<file path="src/rtl/cache_mul10_arb_if.sv">
// rtl/cache_mul10_arb_if.sv - request/response bus for the round-robin x10 multiplier
interface cache_mul10_arb_if #(
  parameter int NREQ = 4
);
  localparam int IDW = (NREQ > 1) ? $clog2(NREQ) : 1;

  logic [NREQ-1:0]    req_valid;
  logic [NREQ-1:0]    req_ready;
  logic [16*NREQ-1:0] req_data;
  logic               rsp_valid;
  logic [19:0]        rsp_data;
  logic [IDW-1:0]     rsp_id;
  logic               rsp_ready;

  modport master (
    output req_valid, req_data, rsp_ready,
    input  req_ready, rsp_valid, rsp_data, rsp_id
  );

  modport slave (
    input  req_valid, req_data, rsp_ready,
    output req_ready, rsp_valid, rsp_data, rsp_id
  );
endinterface

</file>
<file path="src/rtl/cache_mul10_arb.sv">
// rtl/cache_mul10_arb.sv - round-robin arbiter feeding a x10 stage and response FIFO
module cache_mul10_arb #(
  parameter int NREQ  = 4,
  parameter int DEPTH = 4
) (
  input  logic              clk,
  input  logic              rst,
  cache_mul10_arb_if.slave  bus,
  output logic [15:0]       issue_cnt
);
  localparam int IDW = (NREQ > 1) ? $clog2(NREQ) : 1;
  localparam int AW  = (DEPTH > 1) ? $clog2(DEPTH) : 1;
  localparam int CW  = $clog2(DEPTH + 1);

  logic [IDW-1:0] ptr_q, ptr_d;
  logic [15:0]    issue_q, issue_d;
  logic           s1_valid_q;
  logic [19:0]    s1_data_q, s1_data_d;
  logic [IDW-1:0] s1_id_q;
  logic [AW-1:0]  wr_q, wr_d, rd_q, rd_d;
  logic [CW-1:0]  count_q, count_d;
  logic [19:0]    mem_q [DEPTH];
  logic [IDW-1:0] id_mem_q [DEPTH];

  logic           credit_ok, found, accept, push, pop, rsp_valid;
  logic [IDW-1:0] winner;
  logic [15:0]    win_op;
  logic [NREQ-1:0] grant;

  // S1 occupies a slot; a pop this cycle only frees credit on the next one
  assign credit_ok = (int'(count_q) + int'(s1_valid_q)) < DEPTH;

  always_comb begin
    found  = 1'b0;
    winner = '0;
    for (int k = 0; k < NREQ; k++) begin
      if (!found && bus.req_valid[(int'(ptr_q) + k) % NREQ]) begin
        found  = 1'b1;
        winner = IDW'((int'(ptr_q) + k) % NREQ);
      end
    end
  end

  // rst gates the grant so nothing is offered while reset is held
  assign accept = found && credit_ok && rst;

  always_comb begin
    grant = '0;
    if (accept) grant[winner] = 1'b1;
  end

  always_comb begin
    win_op    = bus.req_data[16*winner +: 16];
    s1_data_d = ({4'b0, win_op} << 3) + ({4'b0, win_op} << 1);
  end

  assign push      = s1_valid_q;
  assign rsp_valid = (count_q != '0);
  assign pop       = rsp_valid && bus.rsp_ready;

  always_comb begin
    ptr_d   = ptr_q;
    issue_d = issue_q;
    if (accept) begin
      ptr_d   = (int'(winner) == NREQ - 1) ? '0 : winner + 1'b1;
      issue_d = issue_q + 16'd1;
    end
    wr_d    = push ? ((int'(wr_q) == DEPTH - 1) ? '0 : wr_q + 1'b1) : wr_q;
    rd_d    = pop  ? ((int'(rd_q) == DEPTH - 1) ? '0 : rd_q + 1'b1) : rd_q;
    count_d = count_q + CW'(push) - CW'(pop);
  end

  always_ff @(posedge clk or negedge rst) begin
    if (!rst) begin
      ptr_q      <= '0;
      issue_q    <= '0;
      s1_valid_q <= 1'b0;
      s1_data_q  <= '0;
      s1_id_q    <= '0;
      wr_q       <= '0;
      rd_q       <= '0;
      count_q    <= '0;
    end else begin
      ptr_q      <= ptr_d;
      issue_q    <= issue_d;
      s1_valid_q <= accept;
      s1_data_q  <= s1_data_d;
      s1_id_q    <= winner;
      wr_q       <= wr_d;
      rd_q       <= rd_d;
      count_q    <= count_d;
    end
  end

  always_ff @(posedge clk) begin
    if (push) begin
      mem_q[wr_q]    <= s1_data_q;
      id_mem_q[wr_q] <= s1_id_q;
    end
  end

  assign bus.req_ready = grant;
  assign bus.rsp_valid = rsp_valid;
  assign bus.rsp_data  = rsp_valid ? mem_q[rd_q] : '0;
  assign bus.rsp_id    = rsp_valid ? id_mem_q[rd_q] : '0;
  assign issue_cnt     = issue_q;
endmodule
</file>
<file path="src/flat_wrapper.sv">
// flat-port wrapper written by rule: the top's interface ports become plain ports
module cache_mul10_arb_flat 
#(
  parameter int NREQ  = 4,
  parameter int DEPTH = 4
)
  (clk, rst, issue_cnt, bus_req_valid, bus_req_data, bus_rsp_ready, bus_req_ready, bus_rsp_valid, bus_rsp_data, bus_rsp_id);
  cache_mul10_arb_if #(.NREQ(NREQ)) bus_i ();
  input  logic clk;
  input  logic rst;
  output logic [15:0] issue_cnt;
  input wire logic [$bits(bus_i.req_valid)-1:0] bus_req_valid;
  input wire logic [$bits(bus_i.req_data)-1:0] bus_req_data;
  input wire logic [$bits(bus_i.rsp_ready)-1:0] bus_rsp_ready;
  output wire logic [$bits(bus_i.req_ready)-1:0] bus_req_ready;
  output wire logic [$bits(bus_i.rsp_valid)-1:0] bus_rsp_valid;
  output wire logic [$bits(bus_i.rsp_data)-1:0] bus_rsp_data;
  output wire logic [$bits(bus_i.rsp_id)-1:0] bus_rsp_id;
  assign bus_i.req_valid = bus_req_valid;
  assign bus_i.req_data = bus_req_data;
  assign bus_i.rsp_ready = bus_rsp_ready;
  assign bus_req_ready = bus_i.req_ready;
  assign bus_rsp_valid = bus_i.rsp_valid;
  assign bus_rsp_data = bus_i.rsp_data;
  assign bus_rsp_id = bus_i.rsp_id;
  cache_mul10_arb #(.NREQ(NREQ), .DEPTH(DEPTH)) u_core (.clk(clk), .rst(rst), .bus(bus_i), .issue_cnt(issue_cnt));
endmodule
</file>
<file path="config.mk">
export PLATFORM = sky130hd
export DESIGN_NAME = cache_mul10_arb_flat
export DESIGN_NICKNAME = d
export VERILOG_FILES = /design/src/rtl/cache_mul10_arb_if.sv /design/src/rtl/cache_mul10_arb.sv /design/src/flat_wrapper.sv
export SDC_FILE = /design/constraint.sdc
export NUM_CORES = 1
export LEC_CHECK = 0
export ABC_AREA = 1
export ABC_CLOCK_PERIOD_IN_PS = 3100
export CORE_AREA = 2 2 96 168
export DETAILED_ROUTE_END_ITERATION = 10
export DIE_AREA = 0 0 98 170
export PLACE_DENSITY = 0.72
export SYNTH_ARGS = -nofsm -noshare
export SYNTH_HDL_FRONTEND = slang
export SYNTH_SLANG_ARGS = --single-unit
</file>
<file path="constraint.sdc">
create_clock -name clk -period 3.1 [get_ports clk]
set_input_delay 0.31 -clock clk [delete_from_list [all_inputs] [get_ports clk]]
set_output_delay 0.31 -clock clk [all_outputs]
set_load 0.005 [all_outputs]
</file>
### Yosys cells after proc, flatten, opt, wreduce, memory -nomap -nowiden

Memory sizes are Yosys's and may differ from the RTL's.
Index checks and enable logic that the tools add are counted.

| cells by class | value |
|---|---|
| reduce and logical (&&, ||, !) cells | 14 |
| bitwise logic cells | 3 |
| mux-type cells | 29 |
| equality and inequality tests | 3 |
| shift-type cells | 1 |
| $lt $le $gt $ge | 7 |
| add/sub/neg operators | 11 |

Operator list:

| operator | number |
|---|---|
| $shiftx A64 B7 Y16 | 1 |
| $lt A32 B4 Y1 const B | 1 |
| $add A19 B17 Y20 | 1 |
| $mux W20 | 1 |
| $add A16 B1 Y16 const B | 1 |
| $mux W2 | 8 |
| $mux W1 | 14 |
| $lt A3 B4 Y1 const B | 3 |
| $add A2 B1 Y2 const B | 4 |
| $bmux W1 S2 | 4 |
| $logic_and A1 B1 Y1 | 7 |
| $eq A2 B1 Y1 const B | 3 |
| $lt A2 B3 Y1 const B | 2 |
| $reduce_or A2 Y1 | 3 |
| $add A2 B2 Y2 const B | 2 |
| $add A3 B1 Y4 | 1 |
| $mux W4 | 1 |
| $add A3 B1 Y3 | 1 |
| $and A1 B1 Y1 const A | 3 |
| $logic_not A1 Y1 | 3 |
| $reduce_bool A3 Y1 | 1 |
| $sub A3 B1 Y3 | 1 |
| $demux W1 S2 | 1 |
| $ge A2 B1 Y1 const B | 1 |

| word-level totals | value |
|---|---|
| memory bits (writable) | 88 |
| bits of input ports | 71 |
| memories | 2 |
| word-level logic and storage cells | 78 |
| register bits | 48 |

Memories:

| memory | words | bits a word | read ports | clocked after memory_dff | wr ports | RTL line | source |
|---|---|---|---|---|---|---|---|
| u_core.mem_q | 4 | 20 | 1 | 0 | 1 | cache_mul10_arb.sv:22 | `logic [19:0] mem_q [DEPTH];` |
| u_core.id_mem_q | 4 | 2 | 1 | 0 | 1 | cache_mul10_arb.sv:23 | `logic [IDW-1:0] id_mem_q [DEPTH];` |

### Depth between registers and ports, before layout

Gate-level depths: netlist (run 1).

| depth | value |
|---|---|
| depth after elaboration | 19 |
| mapped depth | 27 |
| gate-level depth less buffers | 25 |

### Least setup slack after synthesis (run 1)

OpenSTA, ideal clock, no wires.

| path | value |
|---|---|
| path kind | register to register |
| start | reg u_core.ptr_q[0] |
| end | reg u_core.s1_data_q[12] |
| slack | -0.214 ns |
| period minus slack after synthesis | 3.314 ns |
| path buffers | 2 |
| cell stages (with the launch flop) | 27 |
| setup time | 0.117 ns |
| arrival time | 3.197 ns |
| data required time | 2.983 ns |
| path through | dfrtp_1 > inv_2 > nand2_1 > nand3_1 > nand2_2 > inv_1 > nand2_1 > nand2_1 > nand3_4 > buf_6 > inv_4 > clkbuf_1 > o21ai_0 > o22ai_1 > ha_1 > a21oi_1 > inv_1 > a31oi_1 > nor2_1 > nor2_1 > a21oi_4 > nand2_2 > nand2_4 > nand2_1 > nand2_1 > nand2_1 > nand2_1 |

| between the ends | value |
|---|---|
| longest elaborated chain between the ends | 14 |
| elaborated cells on any way between the ends | 29 |
| classes of those cells | 4 x add/sub; 1 x shift; 18 x mux; 6 x reduce/logical |

Ends and longest elaborated chain:

| what | RTL line | source |
|---|---|---|
| start, declared | cache_mul10_arb.sv:15 | `logic [IDW-1:0] ptr_q, ptr_d;` |
| start signal, assigned | cache_mul10_arb.sv:84 | `ptr_q <= ptr_d;` |
| $add A2 B1 Y2 / $bmux W1 S2 (equally long branches) | cache_mul10_arb.sv:37, cache_mul10_arb.sv:39 |  |
| $bmux W1 S2 / $mux W1 (equally long branches) | cache_mul10_arb.sv:37 | `if (!found && bus.req_valid[(int'(ptr_q) + k) % NREQ]) begin` |
| $mux W1 (not written as such) | cache_mul10_arb.sv:37 |  |
| $mux W1 (not written as such) / $logic_not A1 Y1 (equally long branches) | cache_mul10_arb.sv:37 |  |
| $logic_and A1 B1 Y1 | cache_mul10_arb.sv:37 |  |
| $mux W1 | cache_mul10_arb.sv:37 |  |
| $logic_not A1 Y1 | cache_mul10_arb.sv:37 |  |
| $logic_and A1 B1 Y1 | cache_mul10_arb.sv:37 |  |
| $mux W1 | cache_mul10_arb.sv:37 |  |
| $logic_not A1 Y1 | cache_mul10_arb.sv:37 |  |
| $logic_and A1 B1 Y1 | cache_mul10_arb.sv:37 |  |
| $mux W2 * | cache_mul10_arb.sv:37 |  |
| net u_core.winner[0] | cache_mul10_arb.sv:26 | `logic [IDW-1:0] winner;` |
| $shiftx A64 B7 Y16 * | cache_mul10_arb.sv:53 | `win_op = bus.req_data[16*winner +: 16];` |
| $add A19 B17 Y20 * | cache_mul10_arb.sv:54 | `s1_data_d = ({4'b0, win_op} << 3) + ({4'b0, win_op} << 1);` |
| net u_core.s1_data_d[12] | cache_mul10_arb.sv:18 | `logic [19:0] s1_data_q, s1_data_d;` |
| end signal, assigned | cache_mul10_arb.sv:87 | `s1_data_q <= s1_data_d;` |
| end, declared | cache_mul10_arb.sv:18 |  |

Mark *: on every way through the listed nets, which the timed path passes. The rest lies on a longest branch. The select of a mux whose other input is x is not followed.
A chain may end at the register's enable or synchronous reset.

### Final worst setup path (run 1)

| path | value |
|---|---|
| start | reg u_core.ptr_q[0] |
| end | reg u_core.s1_data_q[12] |

| between the ends | value |
|---|---|
| longest elaborated chain between the ends | 14 |
| elaborated cells on any way between the ends | 29 |
| classes of those cells | 4 x add/sub; 1 x shift; 18 x mux; 6 x reduce/logical |

Ends and longest elaborated chain:

| what | RTL line |
|---|---|
| $add A2 B1 Y2 / $bmux W1 S2 (equally long branches) | cache_mul10_arb.sv:37, cache_mul10_arb.sv:39 |
| $bmux W1 S2 / $mux W1 (equally long branches) | cache_mul10_arb.sv:37 |
| $mux W1 (not written as such) | cache_mul10_arb.sv:37 |
| $mux W1 (not written as such) / $logic_not A1 Y1 (equally long branches) | cache_mul10_arb.sv:37 |
| $logic_and A1 B1 Y1 | cache_mul10_arb.sv:37 |
| $mux W1 | cache_mul10_arb.sv:37 |
| $logic_not A1 Y1 | cache_mul10_arb.sv:37 |
| $logic_and A1 B1 Y1 | cache_mul10_arb.sv:37 |
| $mux W1 | cache_mul10_arb.sv:37 |
| $logic_not A1 Y1 | cache_mul10_arb.sv:37 |
| $logic_and A1 B1 Y1 | cache_mul10_arb.sv:37 |
| $mux W2 * | cache_mul10_arb.sv:37 |
| $shiftx A64 B7 Y16 * | cache_mul10_arb.sv:53 |
| $add A19 B17 Y20 * | cache_mul10_arb.sv:54 |
| net u_core.s1_data_d[12] | cache_mul10_arb.sv:18 |

Marked as above.

==> impl_metrics.tcl, run 1 <==
set metrics [dict create \
    synth_edf_count 84 \
    max_slew.worst_pin.slew_ns 1.01 \
    synth_top_area_share 0.371 \
    drt_iter0_drc 264 \
    synthTopCellsByCount "nand2_1 (128), nor2_1 (126), edfxtp_1 (84), o21ai_0 (76), inv_1 (52)" \
    dieArea_sq_um 16700 \
    slew_viol_final 0 \
    vias_per_cell 5.19 \
    fill_cells 1124 \
    end_kind "flop" \
    fin_tns_setup_ns -1.04 \
    vias 5918 \
    cts_buffer_depth 2 \
    r2r_cells 27 \
    place_hpwl_um 12300 \
    crit_path_max_incr_delay_ns 0.46 \
    place_area_sq_um 8700 \
    place_inst 1085 \
    min_path_type "in -> async" \
    timing.fmax_mhz 307 \
    rows 60 \
    fin_crit_sh 1.05 \
    worst-r2r-setup-slack_ns -0.16 \
    synth-async-reset-ratio 0.359 \
    grt_pass1_wl_um 29500 \
    first_pass_iters 5 \
    antenna_found_initial 0 \
    layoutNonFillerInstCount 1141 \
    n_antenna_cell 0 \
    setup_slack_ns -0.159 \
    synth_area_sq_um 6800 \
    skew_ns 0.00869 \
    grt_max_degree 48 \
    ys_warn_count 0 \
    slew_headroom 0.324 \
    grt-ovfl-total 0 \
    initial_utilization 0.446 \
    ys_ff_latch 131 \
    ys.flop_type "edfxtp_1" \
    outcome "finished, violations left" \
    root_buffer "clkbuf_16" \
    violations "negative setup slack" \
    grt_setup_unrepaired "yes" \
    cpMostUsedCell "nand2_2" \
    layout.nets 1041 \
    route.detailed.drc 0 \
    netlist_instances 730 \
    grt_pass1_vias 6192 \
    die_h_um 170 \
    htree_num_levels 4 \
    synth.area.top_cells "edfxtp_1 (37%), dfrtp_1 (17%), nand2_1 (7.1%), nor2_1 (7.0%), o21ai_0 (5.6%)" \
    required_ns 3.40 \
    routabilityCongestion 0.936 \
    timing.rr.start "u_core.ptr_q[0]$_DFFE_PN0P_" \
    maxCapViolations 0 \
    ys_seq_area_frac 0.544 \
    grt.total_usage 0.225 \
    ant_nets 0 \
    ios 114 \
    yosysMostFrequentCell "nand2_1" \
    setup_violations 12 \
    arrival_ns 3.56 \
    worstSetupPathType "reg -> reg" \
    portBuffers 112 \
    fp.dieW_um 98 \
    clk_pin_slew_ns 0.06 \
    reg2reg_to "u_core.s1_data_q[12]$_DFF_PN0_" \
    critPathLaunchType "flop" \
    cts_tree "yes" \
    clkLatencyLatePin_ns 0.42 \
    slowest_stage "dfrtp_2" \
    synthesis.nets 829 \
    cts_sinks 131 \
    drive_above_1_share 0.285 \
    core_area_sq_um 15200 \
    totalWireLength_um 18600 \
    cts-buffers-inserted 17 \
    cts_hold_buf 0 \
    synth_cell_types 45 \
    yosys.area.top_type "edfxtp_1" \
    wl_per_cell_um 16.3 \
    min_period_ns 3.26 \
    area.growth.synth_to_final_pct 46.9 \
    synth_area_per_cell_sq_um 9.31 \
    path_max_fanout 8 \
    hold_violations 0 \
    final_cell_area_sq_um 9990 \
]
==> per-layer routing <==
| layer | global-route usage | vias up | wire (um) |
|---|---|---|---|
| met5 | 0 | - | 0 |
| met4 | 0.135 | 0 | 893 |
| met3 | 0.0353 | 62 | 729 |
| met2 | 0.437 | 193 | 10600 |
| met1 | 0.219 | 2791 | 6410 |
| li1 | - | 2872 | - |
==> repair_timing <==
item                       in CTS  in global routing
gates cloned                    5                  1
setup endpoints to repair      16                 17
setup buffers                  11                  7
pin swaps                      33                 22
resized for setup              91                 38
==> flip-flops by register name (all words and copies together) (netlist names) <==
name / cells
u_core.issue_cnt: 16
u_core.s1_id_q: 2
u_core.ptr_q: 2
u_core.rd_q: 2
u_core.mem_q: 76
u_core.s1_data_q: 19
u_core.count_q: 3
u_core.wr_q: 2
u_core.id_mem_q: 8
u_core.push: 1
==> how the worst max path moves through the flow <==
stage	start	end	slack (ns)
CTS	u_core.ptr_q[0]$_DFFE_PN0P_	u_core.s1_data_q[13]$_DFF_PN0_	-0.09
floorplan	u_core.ptr_q[0]$_DFFE_PN0P_	u_core.s1_data_q[12]$_DFF_PN0_	-0.08
finish	u_core.ptr_q[0]$_DFFE_PN0P_	u_core.s1_data_q[12]$_DFF_PN0_	-0.16
global route	u_core.ptr_q[0]$_DFFE_PN0P_	u_core.s1_data_q[13]$_DFF_PN0_	-0.32
detailed placement	bus_req_valid[0]	u_core.s1_data_q[12]$_DFF_PN0_	-0.36
global placement	bus_req_valid[0]	u_core.s1_data_q[17]$_DFF_PN0_	-0.33
==> worst max-delay path, delay by kind of cell (launching register included) <==
| family | cells | cell delay [ns] |
|---|---|---|
| compound gates | 3 | 0.38 |
| simple gates | 19 | 1.55 |
| fa+ha+maj | 1 | 0.23 |
| buf+inv | 4 | 0.51 |
| flops | 1 | 0.46 |
==> metrics by stage <==
step	hold slack [ns]	util	worst slack, ns
2_1_floorplan	0.0144	-	-0.0806
3_3_place_gp	0.458	0.571	-0.334
3_5_place_dp	0.462	0.571	-0.362
4_1_cts	0.0264	0.643	-0.0947
5_1_grt	0.0607	0.655	-0.316
6_report	0.00585	0.655	-0.159
==> cells in the final DEF, fill, tap and decap left out, types with 12 or more instances in the layout <==
cell type,n
nand3_1,23
dfrtp_1,45
clkbuf_16,18
nand2_2,37
clkdlybuf4s50_1,107
buf_4,93
a21oi_1,27
nand2_1,98
inv_1,48
ha_1,16
xor2_1,17
o21ai_0,64
edfxtp_1,84
nand3_2,12
nor2_1,114
==> logic make-up after synthesis <==
| kind of cell | count (synthesis) | share of synthesized area |
|---|---|---|
| fa+ha+maj | 28 | 0.0537 |
| xor+xnor | 23 | 0.0296 |
| compound gates | 130 | 0.104 |
| simple gates | 332 | 0.217 |
| flops | 131 | 0.544 |
| other cells | 1 | 0.000552 |
| buf+inv | 85 | 0.0519 |
==> layout make-up <==
| type | instances | area [sq um] | share of cell area |
|---|---|---|---|
| Sequential cell | 131 | 3700 | 0.371 |
| Multi-Input combinational cell | 514 | 3190 | 0.320 |
| Timing Repair Buffer | 217 | 2000 | 0.200 |
| Clock buffer | 18 | 429 | 0.0430 |
| Tap cell | 186 | 233 | 0.0233 |
| Inverter | 58 | 231 | 0.0232 |
| Clock inverter | 14 | 179 | 0.0179 |
| Timing Repair inverter | 3 | 17.5 | 0.00175 |
Power of run 1 is not shown: default switching activity piles up to over one toggle a cycle in this logic, so the estimate is an artifact.
==> run 2: changes to the inputs <==
--- a/config.mk
+++ b/config.mk
@@ -11,6 +11,7 @@
 export DETAILED_ROUTE_END_ITERATION = 10
 export DIE_AREA = 0 0 98 170
 export PLACE_DENSITY = 0.72
+export SLEW_MARGIN = 20
 export SYNTH_ARGS = -nofsm -noshare
 export SYNTH_HDL_FRONTEND = slang
 export SYNTH_SLANG_ARGS = --single-unit
==> results of run 2 <==
Final layout, timing and power as in run 1 (identical DEF).
Power of run 2 is left out for the same reason.
==> run 3: changes to the inputs <==
--- a/config.mk
+++ b/config.mk
@@ -7,10 +7,13 @@
 export LEC_CHECK = 0
 export ABC_AREA = 1
 export ABC_CLOCK_PERIOD_IN_PS = 3100
-export CORE_AREA = 2 2 96 168
+export CELL_PAD_IN_SITES_DETAIL_PLACEMENT = 0
+export CELL_PAD_IN_SITES_GLOBAL_PLACEMENT = 2
+export CORE_AREA = 2 2 117 205
 export DETAILED_ROUTE_END_ITERATION = 10
-export DIE_AREA = 0 0 98 170
-export PLACE_DENSITY = 0.72
+export DIE_AREA = 0 0 119 207
+export MAX_ROUTING_LAYER = met4
+export PLACE_DENSITY = 0.77
 export SLEW_MARGIN = 20
 export SYNTH_ARGS = -nofsm -noshare
 export SYNTH_HDL_FRONTEND = slang
==> run 3 against run 2 <==
Compared with the run above:
- the run still ends with negative setup slack left
- die area up 48%
- first-iteration DRC count down 33%
- design area up 2.2%
- flip-flop and latch count unchanged
- utilization down 21 points
==> impl_metrics.tcl, run 3 (same netlist as run 1, synthesis figures left out) <==
set metrics [dict create \
    vias_per_cell 4.49 \
    setup_slack_ns -0.0487 \
    worstSetupPathType "reg -> reg" \
    htree_num_levels 4 \
    critPathTopFamily "simple AND/OR/NAND/NOR gates" \
    rows 74 \
    violations "negative setup slack" \
    worst-r2r-setup-slack_ns -0.05 \
    antenna_found_initial 0 \
    min_period_ns 3.15 \
    fin_crit_sh 1.02 \
    grt_max_degree 48 \
    grt_pass1_wl_um 30200 \
    route.detailed.drc 0 \
    die_h_um 207 \
    cp_num_buf_inv 5 \
    setup_violations 7 \
    cts_sinks 131 \
    clkLatencyLatePin_ns 0.41 \
    largest_reg_flops 76 \
    initial_utilization 0.295 \
    dieArea_sq_um 24600 \
    fill_cells 2249 \
    layout_commonest_cell "nor2_1" \
    arrival_ns 3.45 \
    root_buffer "clkbuf_16" \
    ant_nets 0 \
    totalWireLength_um 19100 \
    end_kind "flop" \
    cts-buffers-inserted 17 \
    ios 114 \
    vias 5652 \
    clk_pin_slew_ns 0.06 \
    max_slew.worst_pin.slew_ns 0.886 \
    path_cells "inv_4 > buf_6 > nand2_2 > nand2_2 > nand2_2 > nand2_2 > nor2_4 > nand4_1 > nand2_4 > inv_6 > o21ai_2 > o22ai_2 > buf_4 > ha_4 > fa_2 > nand3_2 > and2_4 > inv_2 > nand4_1 > nand2_2 > nand3_1 > nand2_1 > nand2_1 > nand2_1" \
    wl_per_cell_um 15.2 \
    routabilityCongestion 0.825 \
    hold_violations 0 \
    place_area_sq_um 8960 \
    place_hpwl_um 14300 \
    drt_iter0_drc 178 \
    cpMostUsedCell "nand2_2" \
    top_register "u_core.mem_q" \
    portBuffers 112 \
    timing.fmax_mhz 318 \
    outcome "finished, violations left" \
    mostFrequentLayoutCells "nor2_1 (115), clkdlybuf4s50_1 (107), nand2_1 (100), buf_4 (91), edfxtp_1 (84)" \
    path_max_fanout 7 \
    skew_ns 0.00950 \
    fp.dieW_um 119 \
    maxCapViolations 0 \
    seqCellArea_sq_um 3700 \
    cts_buffer_depth 2 \
    multi_input_area_sq_um 3210 \
    slew_headroom 0.409 \
    critPathLaunchType "flop" \
    area.growth.synth_to_final_pct 50.2 \
    grt-ovfl-total 0 \
    layout.nets 1042 \
    final_core_util 0.443 \
    slew_viol_final 0 \
    grt_setup_unrepaired "yes" \
    required_ns 3.40 \
    slowest_stage "dfrtp_2" \
    min_path_type "in -> async" \
    n_antenna_cell 0 \
    first_pass_iters 4 \
    final_cell_area_sq_um 10200 \
    drive_above_1_share 0.281 \
    crit_path_max_incr_delay_ns 0.44 \
    grt.total_usage 0.163 \
    grt_pass1_vias 5943 \
    core_area_sq_um 23100 \
    cts_tree "yes" \
]
-- run 3: changes by cell type in the layout (fill, tap and decap cells not counted), moves of 3 or more --
cell | before | now
buf_6 | 5 | 12
nand2_2 | 37 | 33
a21oi_1 | 27 | 24
a21oi_2 | 8 | 11
o21ai_1 | 7 | 10
-- run 3: per-stage QoR --
stage                     cells  worst slack (ns)  TNS (ns)  hold slack, ns
final                      1260           -0.0487    -0.210          0.0156
after global routing       1260            -0.255     -2.34          0.0632
after global placement     1215            -0.402     -3.70           0.458
after detailed placement   1215            -0.431     -3.92           0.476
after CTS                  1260           -0.0661    -0.262          0.0355
after floorplan             730           -0.0806    -0.224          0.0144
-- run 3: worst paths after layout --
| path | depth (start not counted) | startpoint | endpoint |
|---|---|---|---|
| max | 24 | u_core.ptr_q[0]$_DFFE_PN0P_ | u_core.s1_data_q[17]$_DFF_PN0_ |
| min | 2 | rst | u_core.issue_cnt[14]$_DFFE_PN0P_ |
| max reg2reg | 24 | u_core.ptr_q[0]$_DFFE_PN0P_ | u_core.s1_data_q[17]$_DFF_PN0_ |
| min reg2reg | 0 | u_core.s1_id_q[1]$_DFF_PN0_ | u_core.id_mem_q[3][1]$_DFFE_PP_ |
| max in group asynchronous | 2 | rst | u_core.ptr_q[0]$_DFFE_PN0P_ |
| min in group clk | 0 | u_core.s1_id_q[1]$_DFF_PN0_ | u_core.id_mem_q[3][1]$_DFFE_PP_ |
-- run 3: timing repair --
action / CTS / global route
setup endpoints to repair: 17 / 15
hold endpoints to repair: 0 / 0
pin swaps: 29 / 32
gates resized for setup: 79 / 53
gates cloned: 1 / 0
buffers inserted: 12 / 0
hold buffers: 0 / 0
-- run 3: layout make-up --
cell class | instances | share of cell area
multi-input cells | 514 | 0.314
inverters | 58 | 0.0229
clock buffers | 17 | 0.0417
flip-flops and latches | 131 | 0.362
repair buffers | 221 | 0.202
clock inverters | 15 | 0.0199
well taps | 304 | 0.0373
-- run 3: worst register-to-register path: cells and delay by family, from the launching register on --
family / cells / cell delay [ns]
AND/OR/NAND/NOR: 15 / 1.45
adder cells (fa/ha/maj): 2 / 0.50
buffers and inverters: 5 / 0.47
AO/OA/AOI/OAI: 2 / 0.20
flip-flops: 1 / 0.44
-- run 3: routing by layer --
layer,wire length (um),share of wire,track usage,vias to the layer above
met5,0,0,-,-
met2,11700,0.61,0.328,104
met1,6710,0.35,0.153,2667
met4,229,0.012,0.0480,0
met3,483,0.025,0.0253,8
li1,-,-,-,2873
Power of run 3 is left out for the same reason.
==> patch, RTL diff (config.mk and constraints of run 2) <==
`NREQ` is set to 4 in 3 places; all go to 2.
--- a/src/rtl/cache_mul10_arb_if.sv
+++ b/src/rtl/cache_mul10_arb_if.sv
@@ -1,6 +1,6 @@
 // rtl/cache_mul10_arb_if.sv - request/response bus for the round-robin x10 multiplier
 interface cache_mul10_arb_if #(
-  parameter int NREQ = 4
+  parameter int NREQ = 2
 );
   localparam int IDW = (NREQ > 1) ? $clog2(NREQ) : 1;
 
--- a/src/rtl/cache_mul10_arb.sv
+++ b/src/rtl/cache_mul10_arb.sv
@@ -1,6 +1,6 @@
 // rtl/cache_mul10_arb.sv - round-robin arbiter feeding a x10 stage and response FIFO
 module cache_mul10_arb #(
-  parameter int NREQ  = 4,
+  parameter int NREQ  = 2,
   parameter int DEPTH = 4
 ) (
   input  logic              clk,
--- a/src/flat_wrapper.sv
+++ b/src/flat_wrapper.sv
@@ -1,7 +1,7 @@
 // flat-port wrapper written by rule: the top's interface ports become plain ports
 module cache_mul10_arb_flat 
 #(
-  parameter int NREQ  = 4,
+  parameter int NREQ  = 2,
   parameter int DEPTH = 4
 )
   (clk, rst, issue_cnt, bus_req_valid, bus_req_data, bus_rsp_ready, bus_req_ready, bus_rsp_valid, bus_rsp_data, bus_rsp_id);
Ports: changed (resized bus_req_data, bus_req_ready, bus_req_valid and bus_rsp_id); port bits go from 114 to 77. The function was not compared with the original's and may differ.
==> patch against run 2 <==
  * Worst setup slack improved by 730 ps
  * Design area fell by 21%
  * Sequential cell count fell by 6
  * Routed wire length fell by 31%
  * Synthesized cell count fell by 7.0%
  * Non-clock buffer count fell by 131
  * Core utilization fell by 14 points
  * Sequential share of layout area rose by 7.5 points
  * Synthesized area fell by 6.4%
==> patch: results (changes against run 2) <==
- CTS resizes: 0 (-100%)
- CP Max Fanout: 40 (+32)
- Most instantiated cells after synthesis: nand2_1, nor2_1, edfxtp_1
- Largest net degree at the start of global routing: 46 (-4.2%)
- Vias in the first global route: 4,539 (-27%)
- Max VDD drop: 0.0005294 V
- Drt wl/cell: 13.36 um (-18%)
- Post-synth EDFFs: 80 (-4.8%)
- HP Class: input port to asynchronous set/reset pin
- Root Driver: clkbuf_16
- Least-Margin Pin Slew: 952.7 ps (-60.27 ps)
- Static leakage: 3.448 nW
- # Post-CTS Setup Buffers: 0 (-11)
- Max reg flops: 76 (unchanged)
- Share of layout cells above drive strength 1: 12.92% (-16 points)
- DRT Pass-1 Iters: 5 (unchanged)
- Via density: 4.846 (-6.6%)
- Netlist cell types: 38 (-16%)
- Violation count after the first detailed-routing iteration: 221 (-16%)
- Met2 Usage GRT: 29.96% (-14 points)
- Largest cells by area after synthesis: edfxtp_1, dfrtp_1, nand2_1
- Diode count: 0 (unchanged)
- CP max stage cell: clkdlybuf4s50_1
- Post-place setup slack: 321.2 ps (+683.4 ps)
- Post-DP HPWL: 9.191 mm (-26%)
- Max-slew violation count: 0 (unchanged)
- Grt met1 use: 16.43% (-5.4 points)
- Async set or reset register ratio after synthesis: 36.00% (+0.12 points)
- Slowest cell delay on critical path: 560 ps (+100 ps)
- First-pass GRT wire length: 20.80 mm (-29%)
- All-Layer GR Usage: 15.70% (-6.8 points)
- Clock Tree Buf Depth: 2 (unchanged)
- CTS buffer count: 17 (unchanged)
- Clock slew seen by the registers of the worst setup and hold paths: 60 ps (about the same)
- Clock Latency Late Sink: 400 ps (-20 ps)
- # fillers: 1,343 (+19%)
- Biggest register: u_core.mem_q
- Final GP Congestion: 0.8554 (-8.7%)
- Sequential-to-total area share from yosys stat: 55.46% (+1.1 points)
- Crit path max-delay family: buffers and inverters
- Global-route met3 utilization: 2.669% (-0.86 points)
- Yosys warning count: 0 (unchanged)
- # nets final: 816 (-22%)
- Worst Skew: 7.633 ps (-1.055 ps)
- Status: completed
- Antenna violations before repair: 0 (unchanged)
- Input/output buffers: 75 (-33%)
- Mapped Nets: 734 (-11%)
- H-tree levels: 4 (unchanged)
## patch: cell count changes after synthesis, moves of 6 or more
| cell | run 2 | this run |
|---|---|---|
| a21oi_1 | 35 | 29 |
| o21ai_0 | 76 | 51 |
| inv_1 | 52 | 69 |
| xor2_1 | 17 | 11 |
| nor2_1 | 126 | 106 |
| ha_1 | 26 | 16 |
| clkbuf_1 | 21 | 12 |
| nand2_2 | 13 | 24 |
| o22ai_1 | 10 | 0 |
## patch: area by class of cell
class	count	area share [%]
Clock buffer	19	5.724
Clock inverter	13	2.040
Inverter	72	3.416
Multi-Input combinational cell	459	30.82
Sequential cell	125	44.59
Tap cell	186	2.941
Timing Repair Buffer	86	10.47
## patch: logic make-up (layout without fill, tap and decap cells)
logic type	count (synthesis)	after routing	share of synthesized area [%]
AOI/OAI and AO/OA	89	89	7.375
buffers and inverters	95	190	6.293
and+or+nand+nor	330	330	24.15
DFF	125	125	55.46
xor gates and xnor gates	21	21	2.891
other	1	1	0.05894
adders and majority gates	18	18	3.776
## patch: metrics by stage
stage / power (mW) / cells / utilization, % / hold slack (ps) / cell area [sq um]
3_3_place_gp: 5.077 / 928 / 47.89 / 445.8 / 7298
4_1_cts: 7.149 / 960 / 51.92 / 21.40 / 7913
6_report: 7.085 / 960 / 51.92 / 9.515 / 7913
5_1_grt: 7.531 / 960 / 51.92 / 51.61 / 7913
3_5_place_dp: 5.126 / 928 / 47.89 / 457.7 / 7298
2_1_floorplan: 4.024 / 679 / - / 14.41 / 6362
## patch: path summary, 6_finish.rpt
path | slack (ps) | from | endpoint | depth (start not counted)
worst max-delay path | 570 | u_core.rd_q[0] | bus_rsp_data[2] | 5
worst min-delay path | 10 | rst | u_core.issue_cnt[12] | 2
worst max register to register | 740 | u_core.ptr_q | u_core.s1_data_q[18] | 16
worst min register to register | 490 | u_core.s1_data_q[12] | u_core.mem_q[0][12] | 0
max in group asynchronous | 2690 | rst | u_core.s1_data_q[10] | 2
min in group clk | 350 | rst | u_core.ptr_q | 5
## patch: worst reg2reg max path, stage by stage (launching register included)
cell and delay [ps]:
dfrtp_1 370, inv_2 70, nand2_4 70, nand2_8 60
inv_1 110, or2_2 290, o21ai_0 120, inv_1 120
ha_1 350, nand2_1 130, inv_1 70, nand3_1 100
inv_1 50, a21oi_1 170, nand2_1 70, nand2_1 60
nand2_1 50
## patch: power by group
group | internal (mW) | switching (mW) | total (mW)
clock | 1.31 | 0.695 | 2.00
combinational | 1.13 | 1.40 | 2.53
sequential | 2.28 | 0.282 | 2.56
total | 4.71 | 2.37 | 7.09
## patch: per-layer routing
layer  vias to the layer above  wire [um]
met1                      2154       4983
met3                        20        420
li1                       2374          -
met4                         0        284
met5                         -          0
met2                       104       7138
